$ cat config.mk
export PLATFORM = sky130hd
export DESIGN_NAME = write_back_arbiter
export DESIGN_NICKNAME = d
export VERILOG_FILES = /design/src/rtl/write_back_arbiter.sv
export SDC_FILE = /design/constraint.sdc
export NUM_CORES = 1
export LEC_CHECK = 0
export CORE_MARGIN = 8
export CORE_UTILIZATION = 49
export CTS_CLUSTER_DIAMETER = 30
export DETAILED_ROUTE_END_ITERATION = 8
export GPL_ROUTABILITY_DRIVEN = 0
export PLACE_DENSITY = 0.87
export SLEW_MARGIN = 20
export SYNTH_ARGS = -nofsm -noshare
export SYNTH_HDL_FRONTEND = slang
export SYNTH_SLANG_ARGS = --single-unit
$ cat constraint.sdc
create_clock -name clk -period 3.35 [get_ports clk]
set_input_delay 0.5025 -clock clk [delete_from_list [all_inputs] [get_ports clk]]
set_output_delay 0.5025 -clock clk [all_outputs]
set_load 0.01 [all_outputs]
$ cat src/rtl/write_back_arbiter.sv
// Multi-channel writeback stage: per-lane result queues, round-robin commit to the
// register-file write port with matching scoreboard clear. Define WB_BYPASS_EN for 1-cycle bypass.
module write_back_arbiter #(
  parameter int XLEN  = 32,
  parameter int AW    = 5,
  parameter int NCH   = 2,
  parameter int DEPTH = 2
) (
  input  logic                clk,
  input  logic                reset,
  input  logic [NCH-1:0]      wb_valid,
  output logic [NCH-1:0]      wb_ready,
  input  logic [NCH-1:0]      wb_reg_write,
  input  logic [NCH-1:0]      wb_mem_to_reg,
  input  logic [NCH*AW-1:0]   wb_rd,
  input  logic [NCH*XLEN-1:0] wb_alu_data,
  input  logic [NCH*XLEN-1:0] wb_dm_data,
  input  logic                stall_in,
  output logic                rf_we,
  output logic [AW-1:0]       rf_waddr,
  output logic [XLEN-1:0]     rf_wdata,
  output logic [2**AW-1:0]    sb_clr,
  output logic                stall_flag_wb_out
);

  localparam int PTRW = (DEPTH > 1) ? $clog2(DEPTH) : 1;
  localparam int CNTW = $clog2(DEPTH) + 1;
  localparam int RRW  = (NCH > 1) ? $clog2(NCH) : 1;
  localparam int EW   = AW + XLEN;
  localparam int NREG = 2**AW;

  logic [EW-1:0]   mem      [NCH][DEPTH];
  logic [PTRW-1:0] rd_ptr   [NCH];
  logic [PTRW-1:0] wr_ptr   [NCH];
  logic [CNTW-1:0] count    [NCH];
  logic [EW-1:0]   in_entry [NCH];

  logic [NCH-1:0]  full;
  logic [NCH-1:0]  empty;
  logic [NCH-1:0]  accept;
  logic [NCH-1:0]  storable;
  logic [NCH-1:0]  push;
  logic [NCH-1:0]  pop;
  logic [NCH-1:0]  req;
  logic [RRW-1:0]  rr_ptr;
  logic [RRW-1:0]  grant_idx;
  logic            grant_any;
  logic [EW-1:0]   grant_entry;

  assign wb_ready = reset ? ~full : '0;

  // Writes to r0 or with reg_write low are accepted but never stored.
  always_comb begin
    full     = '0;
    empty    = '0;
    accept   = '0;
    storable = '0;
    for (int c = 0; c < NCH; c++) begin
      full[c]     = (count[c] == CNTW'(DEPTH));
      empty[c]    = (count[c] == '0);
      accept[c]   = wb_valid[c] & wb_ready[c];
      storable[c] = accept[c] & wb_reg_write[c] & (wb_rd[c*AW +: AW] != '0);
      in_entry[c] = {wb_rd[c*AW +: AW],
                     wb_mem_to_reg[c] ? wb_dm_data[c*XLEN +: XLEN] : wb_alu_data[c*XLEN +: XLEN]};
    end
  end

`ifdef WB_BYPASS_EN
  // An empty queue with a storable arrival may compete and win directly.
  assign req = stall_in ? '0 : (~empty | storable);
`else
  assign req = stall_in ? '0 : ~empty;
`endif

  always_comb begin
    grant_any = 1'b0;
    grant_idx = '0;
    for (int i = 0; i < NCH; i++) begin
      if (!grant_any && req[(int'(rr_ptr) + i) % NCH]) begin
        grant_any = 1'b1;
        grant_idx = RRW'((int'(rr_ptr) + i) % NCH);
      end
    end
  end

  always_comb begin
    pop         = '0;
    push        = storable;
    grant_entry = mem[grant_idx][rd_ptr[grant_idx]];
    if (grant_any) begin
`ifdef WB_BYPASS_EN
      if (empty[grant_idx]) begin
        push[grant_idx] = 1'b0;
        grant_entry     = in_entry[grant_idx];
      end else begin
        pop[grant_idx] = 1'b1;
      end
`else
      pop[grant_idx] = 1'b1;
`endif
    end
  end

  always_ff @(posedge clk) begin
    for (int c = 0; c < NCH; c++) begin
      if (push[c]) mem[c][wr_ptr[c]] <= in_entry[c];
    end
  end

  always_ff @(posedge clk or negedge reset) begin
    if (!reset) begin
      for (int c = 0; c < NCH; c++) begin
        rd_ptr[c] <= '0;
        wr_ptr[c] <= '0;
        count[c]  <= '0;
      end
      rr_ptr            <= '0;
      rf_we             <= 1'b0;
      rf_waddr          <= '0;
      rf_wdata          <= '0;
      stall_flag_wb_out <= 1'b0;
    end else begin
      for (int c = 0; c < NCH; c++) begin
        if (push[c]) wr_ptr[c] <= wr_ptr[c] + PTRW'(1);
        if (pop[c])  rd_ptr[c] <= rd_ptr[c] + PTRW'(1);
        if (push[c] && !pop[c])      count[c] <= count[c] + CNTW'(1);
        else if (pop[c] && !push[c]) count[c] <= count[c] - CNTW'(1);
      end
      stall_flag_wb_out <= |full;
      rf_we             <= grant_any;
      if (grant_any) begin
        rf_waddr <= grant_entry[EW-1 -: AW];
        rf_wdata <= grant_entry[XLEN-1:0];
        rr_ptr   <= (int'(grant_idx) == NCH - 1) ? '0 : grant_idx + RRW'(1);
      end
    end
  end

  assign sb_clr = rf_we ? (NREG'(1) << rf_waddr) : '0;

endmodule

* Word level (Yosys, flattened, before mapping)
Memories as Yosys holds them, arrays and structs flattened. Index checks and enable logic that the tools add are counted.
Storage, ports and cells: flip-flop bits (word level) 48, memory bits (writable) 148, output and inout bits 73, word-level logic and storage cells 104, memories kept 1
Operators by class: add/sub/neg operators 10, order comparisons 10, equality and inequality tests 2, shift-type cells 1, mux-type cells 36, bitwise gates (word level) 13, reduce and logical (&&, ||, !) cells 20
Memories:
- mem | words 2, bits a word 74, read ports 1, clocked after Yosys merged registers in 0, wr ports 2, RTL line 32 | logic [EW-1:0] mem [NCH][DEPTH];
Operators by type and width (number):
- 37-bit two-way mux | 5
- 74-bit two-way mux | 2
- 32-bit two-way mux | 3
- 37-bit demux with 1-bit select | 2
- 1-bit by 5-bit left shift with 32-bit output (first input constant) | 1
- 1-bit two-way mux | 16
- 2-bit two-way mux | 7
- 5-bit nonzero test | 2
- 2-bit >= comparator (second input constant) | 4
- 1-bit logical AND | 8
- 1-bit NOT with 2-bit output | 4
- 1-bit adder (second input constant) | 6
- 1-bit bitwise AND | 6
- 1-bit zero test | 5
- 2-bit by 1-bit adder with 2-bit output (second input constant) | 2
- 2-bit == test (second input constant) | 2
- 2-bit zero test | 2
- 1-bit by 2-bit less-than comparator with 1-bit output (second input constant) | 2
- 2-bit by 1-bit less-than comparator with 1-bit output (second input constant) | 2
- 2-bit NOT | 2
- 2-bit nonzero test | 2
- 2-bit by 1-bit subtractor with 2-bit output (second input constant) | 2
- 2-bit by 3-bit less-than comparator with 1-bit output (second input constant) | 1
- 2-bit OR reduction | 1
- 3 further kinds | 3

* Longest topological paths before layout
Gate-level depths: netlist (run 1).
depth in word-level cells 17, depth in mapped cells 9

* Least setup slack after synthesis (run 1)
Ideal clock, no wire load.
path type flip-flop to flip-flop, from register count[0] (netlist name), to memory mem[1][37] (netlist name), enable pin, library setup time 436 ps, arrival time 2703 ps, required time 2914 ps, setup slack 211 ps, stages on the path, launching flop included 5, cell sequence dfrtp_1 -> nand2b_1 -> and2_1 -> o2111a_2 -> nor2b_1
RTL lines:
- from (decl) | RTL line 35 | logic [CNTW-1:0] count [NCH];
- from (signal, indexed assignment) | RTL line 126 | if (push[c] && !pop[c]) count[c] <= count[c] + CNTW'(1);
- from (signal, indexed assignment) | RTL line 127 | else if (pop[c] && !push[c]) count[c] <= count[c] - CNTW'(1);
- to (decl) | RTL line 32

* Worst setup path in the final report (run 1)
from register rf_waddr[3], to output port sb_clr[26]
On the way: longest elaborated chain between the ends 2
Ends and longest elaborated chain:
- from (decl) | RTL line 20 | output logic [AW-1:0] rf_waddr,
- from (signal assigned) | RTL line 132 | rf_waddr <= grant_entry[EW-1 -: AW];
- 1-bit by 5-bit left shift with 32-bit output | RTL line 139 | assign sb_clr = rf_we ? (NREG'(1) << rf_waddr) : '0;
- 32-bit two-way mux | RTL line 139
- to (decl) | RTL line 22 | output logic [2**AW-1:0] sb_clr,
No other way between the ends.

==> results of run 1 <==
-- registers in the layout, summed over array words and instances (netlist names) --
register           count
count                  4
rd_ptr                 2
wr_ptr                 2
rf_wdata              32
stall_flag_wb_out      1
rf_we                  1
rf_waddr               5
rr_ptr                 1
mem                  148
-- layout make-up --
class / count / area [um2] / area share
sequential: 196 / 5650 / 0.481
tap: 229 / 287 / 0.0244
inverter: 2 / 7.51 / 0.000639
timing repair buffer: 228 / 2290 / 0.195
clock inverter: 9 / 155 / 0.0132
multi-input combinational: 333 / 2910 / 0.247
clock buffer: 23 / 458 / 0.0390
-- worst max-delay path by stage --
| stage | slack [ns] | from | cells past startpoint | end |
|---|---|---|---|---|
| after global placement | 0.56 | wb_rd[3] | 4 | mem[0][55] |
| after floorplan | 0.21 | count[0] | 4 | mem[1][37] |
| after detailed placement | 0.51 | wb_rd[3] | 4 | mem[0][57] |
| after global routing | 0.48 | reset | 5 | mem[0][24] |
| final | 0.61 | rf_waddr[3] | 3 | sb_clr[26] |
| after CTS | 0.49 | reset | 5 | mem[0][62] |
-- cell usage in the layout (no fill, tap or decap), drive strengths merged, types with 2 or more instances in the layout --
| cell | instances |
|---|---|
| clkdlybuf4s50 | 216 |
| edfxtp | 148 |
| mux2 | 101 |
| mux2i | 74 |
| dfrtp | 48 |
| nand2 | 46 |
| o21ai | 37 |
| nor2 | 24 |
| clkbuf | 23 |
| nor3 | 12 |
| buf | 11 |
| nand2b | 6 |
| xor2 | 6 |
| nand3 | 4 |
| xnor2 | 4 |
| bufinv | 4 |
| clkinvlp | 4 |
| and2 | 4 |
| nor2b | 4 |
| or4 | 2 |
| o2111a | 2 |
| ha | 2 |
| inv | 2 |
-- routing by layer --
layer	vias to the layer above	GRT usage
li1	2518	-
met1	2567	0.203
met2	176	0.317
met3	22	0.0514
met4	0	0.0540
met5	-	0
-- power by group --
part | total [mW] | internal, mW | switching (mW)
logic | 2.72 | 1.53 | 1.18
clock network | 2.10 | 1.27 | 0.832
registers | 3.44 | 3.05 | 0.393
-- worst register-to-register path: stages (launching register included) --
cell and delay (ns):
dfrtp_1 0.45, nor2_4 0.06, o221ai_4 0.82, buf_4 0.40
mux2_4 0.33, o21ai_1 0.14
-- cells by family after synthesis --
group,count (synthesis),share of synthesized area
DFF,196,0.646
muxes,175,0.231
and+or+nand+nor,105,0.0544
AOI/OAI and AO/OA,41,0.0322
buffers and inverters,33,0.0232
xor gates and xnor gates,10,0.0100
adders and majority gates,2,0.00286
-- through the flow --
step	total power [mW]	setup slack (ns)	hold WS, ns	std cells
2_1_floorplan	5.16	0.211	0.207	562
3_3_place_gp	6.15	0.563	0.431	985
5_1_grt	8.67	0.479	0.495	1020
4_1_cts	8.35	0.485	0.480	1019
6_report	8.26	0.607	0.476	1020
3_5_place_dp	6.23	0.511	0.438	986
==> flow_summary.toml, run 1 <==
[timing]
setup_violations = 0
fin_skew_ns = 0.00849
fmax_mhz = 365
period_minus_slack_ns = 2.74
fin_tns_setup_ns = 0
relSlewSlack = 0.297
maxSlewViolCount = 0
rsz0062_at_grt = "no"
worst_pin_slew_ns = 1.05
finalCritPeriodShare = 0.819
hold_viol = 0

[detailed_routing]
drtPass1Iterations = 4
routedWlPerCell_um = 19.5
antenna_left = 0
routed_via_density = 5.18
vias = 5283
drtIter0Drc = 254
highest_layer = "met4"
met3_length_um = 1630
wl_met2_um = 10300
drc = 0
met1_length_um = 7670
drt_wl_total_um = 19900

[worst_setup_path]
setup.worst_path.class = "reg -> out"
start_kind = "flip-flop"
ff2ff_setup_slack_ns = 1.06
worstPathArrival_ns = 2.24
cpMaxStageDelayCell = "dfrtp_1"
crit_chain = "nand2b_1 > nor3_1 > clkdlybuf4s50_1"
crit_buf_inv = 1
r2r_end = "rf_wdata[22]"
r2r_start = "count[2]"
cp_data_required_time_ns = 2.85
worstRegToRegCells = 5
crit_fanout = 16
cpLargestDelayFamily = "flip-flops"
cpPeakStageDelay_ns = 0.66
cp-end-kind = "output port"

[logic_synthesis]
synth.top_cells.by_count = "148 x edfxtp_1, 74 x mux2i_1, 62 x mux2_2"
synth_area_um2 = 8730
synth-seq-area-share = 0.646
synth_edf_count = 148
synth_top_cell_by_area = "edfxtp_1"
async_reset_ff_frac = 0.245
yosysWarnings = 0
synth.most_common_cell = "edfxtp_1"
synth_nets = 711
syn_inst = 562
ys_ff_latch = 196
synth_area_leaders = "edfxtp_1 51%, dfrtp_1 14%, mux2i_1 8.5%, mux2_2 8.0%, mux2_4 6.4%"
synth.distinct_cells = 34
yosysTopAreaCellShare = 0.509
postSynthAreaPerCell_um2 = 15.5
synthFlopType = "edfxtp_1"

[clocking]
cts_buffers = 17
cts_tree = "built"
post_cts_resized = 0
clockBufferDepth = 2
clock_latency_ns = 0.42
h-tree-depth = 4
numClockSinks = 196
cts_root_buffer = "clkbuf_16"
clkTransAtPathRegs_ns = 0.07
hold_buffers = 1
postCtsSetupRepairBufs = 0

[pwr]
power_per_cell_area_nw_per_um2 = 703
leakage_nw = 4.43
ir_worst_vdd_mv = 0.406

[finish]
area_growth_syn_to_layout_pct = 34.5
nFillCells = 1270
nets = 927
drive_gt1_frac = 0.204
final_util = 0.663
design_area_um2 = 11700
diodes = 0

[run]
drv_cap = 0

[floorplan]
core_um2 = 17700
fp.dieH_um = 150
die_width_um = 150
io_pins = 220
row_count = 49
start_util = 0.493
die_area_um2 = 22400

[worst_hold_path]
min-delay-start = "rf_wdata[11]"
holdPathStages = 2
min_path_type = "reg -> reg"
hold_end = "rf_wdata[11]"

[run_status]
status = "complete, no violations"

[grt]
grt_max_degree = 76
grt.total_usage = 0.178
grt_pass1_vias = 5699
grt-ovfl-total = 0
grt_pass1_wl_um = 30300
grt_antenna_before_repair = 0

[placed_design]
place_hpwl_um = 14100
io_buffers = 219
place_area_um2 = 11100
No activity file was read; power rests on OpenSTA's default activity.
==> inputs of run 2 (changes only) <==
CORE_UTILIZATION = 45   (was 49)
PLACE_DENSITY = 0.84   (was 0.87)
clock period = 2.4 ns   (was 3.35 ns; I/O delays follow)
==> flow_summary.toml, run 2 (synthesis results as in run 1) <==
[detailed_routing]
vias = 5461
drc = 0
routed_via_density = 5.03
antenna_left = 0
drt_wl_total_um = 20700
routedWlPerCell_um = 19.1
drtPass1Iterations = 4
drtIter0Drc = 246

[worst_setup_path]
cp-end-kind = "output port"
crit_buf_inv = 1
cp_data_required_time_ns = 2.04
r2r_start = "count[3]"
r2r_end = "mem[0][55]"
start_kind = "flip-flop"
cpPeakStageDelay_ns = 0.56
crit_chain = "nor2b_2 > nand2_1 > nor2_1 > clkdlybuf4s50_1"
cpLargestDelayFamily = "simple AND/OR/NAND/NOR gates"
worstPathArrival_ns = 2.00
crit_fanout = 6
cpMaxStageDelayCell = "clkdlybuf4s50_1"
ff2ff_setup_slack_ns = 0.32
worstRegToRegCells = 5
setup.worst_path.class = "reg -> out"

[timing]
period_minus_slack_ns = 2.36
hold_viol = 0
worst_pin_slew_ns = 0.674
whs_ns = 0.484
relSlewSlack = 0.550
setup_violations = 0
finalCritPeriodShare = 0.985
fmax_mhz = 423
fin_ws_ns = 0.0365
rsz0062_at_grt = "yes"
maxSlewViolCount = 0
fin_skew_ns = 0.00988

[floorplan]
io_pins = 220
die_area_um2 = 24100
row_count = 51
start_util = 0.453
core_um2 = 19300
fp.dieH_um = 155
die_width_um = 155

[clocking]
clkTransAtPathRegs_ns = 0.07
cts_root_buffer = "clkbuf_16"
clockBufferDepth = 2
numClockSinks = 196
cts_tree = "built"
clock_latency_ns = 0.43
h-tree-depth = 4
cts_buffers = 17

[finish]
final_cell_count_no_fill = 1085
area_growth_syn_to_layout_pct = 38.8
drive_gt1_frac = 0.248
layout_commonest_cell = "clkdlybuf4s50_1"
design_area_um2 = 12100
largest_reg_flops = 148
diodes = 0
nets = 956
final_cell_mix = "210 x clkdlybuf4s50_1, 148 x edfxtp_1, 74 x mux2i_1"

[grt]
grt_antenna_before_repair = 1
grt_pass1_wl_um = 31400
grt-ovfl-total = 0
grt.total_usage = 0.171
grt_max_degree = 50
grt_pass1_vias = 5895

[run]
drv_cap = 0

[pwr]
power_per_cell_area_nw_per_um2 = 963
leakage_nw = 4.69
ir_worst_vdd_mv = 0.598

[worst_hold_path]
holdPathStages = 2
min-delay-start = "rf_wdata[31]"
hold_end = "rf_wdata[31]"
min_path_type = "reg -> reg"

[placed_design]
post-place-ws_ns = -0.238
io_buffers = 219
dp_cells = 1044
place_hpwl_um = 15400
place_area_um2 = 11400

[run_status]
status = "complete, no violations"
run 2: cell types whose count changed in the layout (fill, tap and decap cells not counted), sizes merged:
cell,before,now
buf,11,40
clkdlybuf4s50,216,210
inv,2,8
clkbuf,23,18
dlymetal6s2s,0,5
bufinv,4,1
clkinv,1,3
dlygate4sd2,0,1
run 2: worst max-delay path by stage:
stage / startpoint / endpoint / slack (ns) / depth (start not counted)
2_1_floorplan: count[0] / mem[1][0] / 0.06 / 4
3_3_place_gp: wb_rd[2] / mem[0][56] / -0.17 / 4
3_5_place_dp: wb_rd[0] / mem[0][56] / -0.24 / 4
4_1_cts: rf_waddr[4] / sb_clr[7] / -0.04 / 4
5_1_grt: rf_waddr[4] / sb_clr[4] / -0.04 / 4
6_report: rf_waddr[4] / sb_clr[4] / 0.04 / 4
run 2: power breakdown:
group	switching, mW	internal (mW)
combinational	1.85	2.36
clock	1.27	1.49
sequential	0.458	4.26
run 2: repair_timing:
action                                 4_1_cts  5_1_grt
pin swaps                                    0        1
endpoints found under the hold margin       24        0
hold buffers                                 1        0
setup endpoints to repair                   14       17
buffers inserted                             2        4
gates resized for setup                      5       10
run 2: worst reg2reg max path, cell delays in order, from the launching register on:
cell and delay [ns]:
dfrtp_1 0.38, nand2b_1 0.10, and2_1 0.20, o2111a_2 0.25, nor2b_4 0.59, buf_16 0.25
run 2: cell type report:
| class | instances | area, um2 |
|---|---|---|
| well taps | 265 | 332 |
| clock inverters | 14 | 144 |
| multi-input cells | 333 | 2930 |
| fillers | 1427 | 7150 |
| repair buffers | 257 | 2620 |
| inverters | 2 | 7.51 |
| clock buffers | 18 | 439 |
| flip-flops and latches | 196 | 5650 |
run 2: metrics by stage:
stage                     setup TNS [ns]  total power [mW]  utilization
after floorplan                        0              7.21            -
after global placement             -9.91              8.81        0.591
after detailed placement          -16.39              8.92        0.591
after CTS                         -0.139              11.7        0.623
after global routing             -0.0904              12.2        0.629
final                                  0              11.7        0.629
run 2: routing by layer:
layer / GRT usage / routed length (um) / part of all wire
met5: 0 / 10 / 0.00048
met4: 0.0596 / 374 / 0.018
met3: 0.0458 / 1270 / 0.061
met2: 0.313 / 11000 / 0.53
met1: 0.188 / 8100 / 0.39
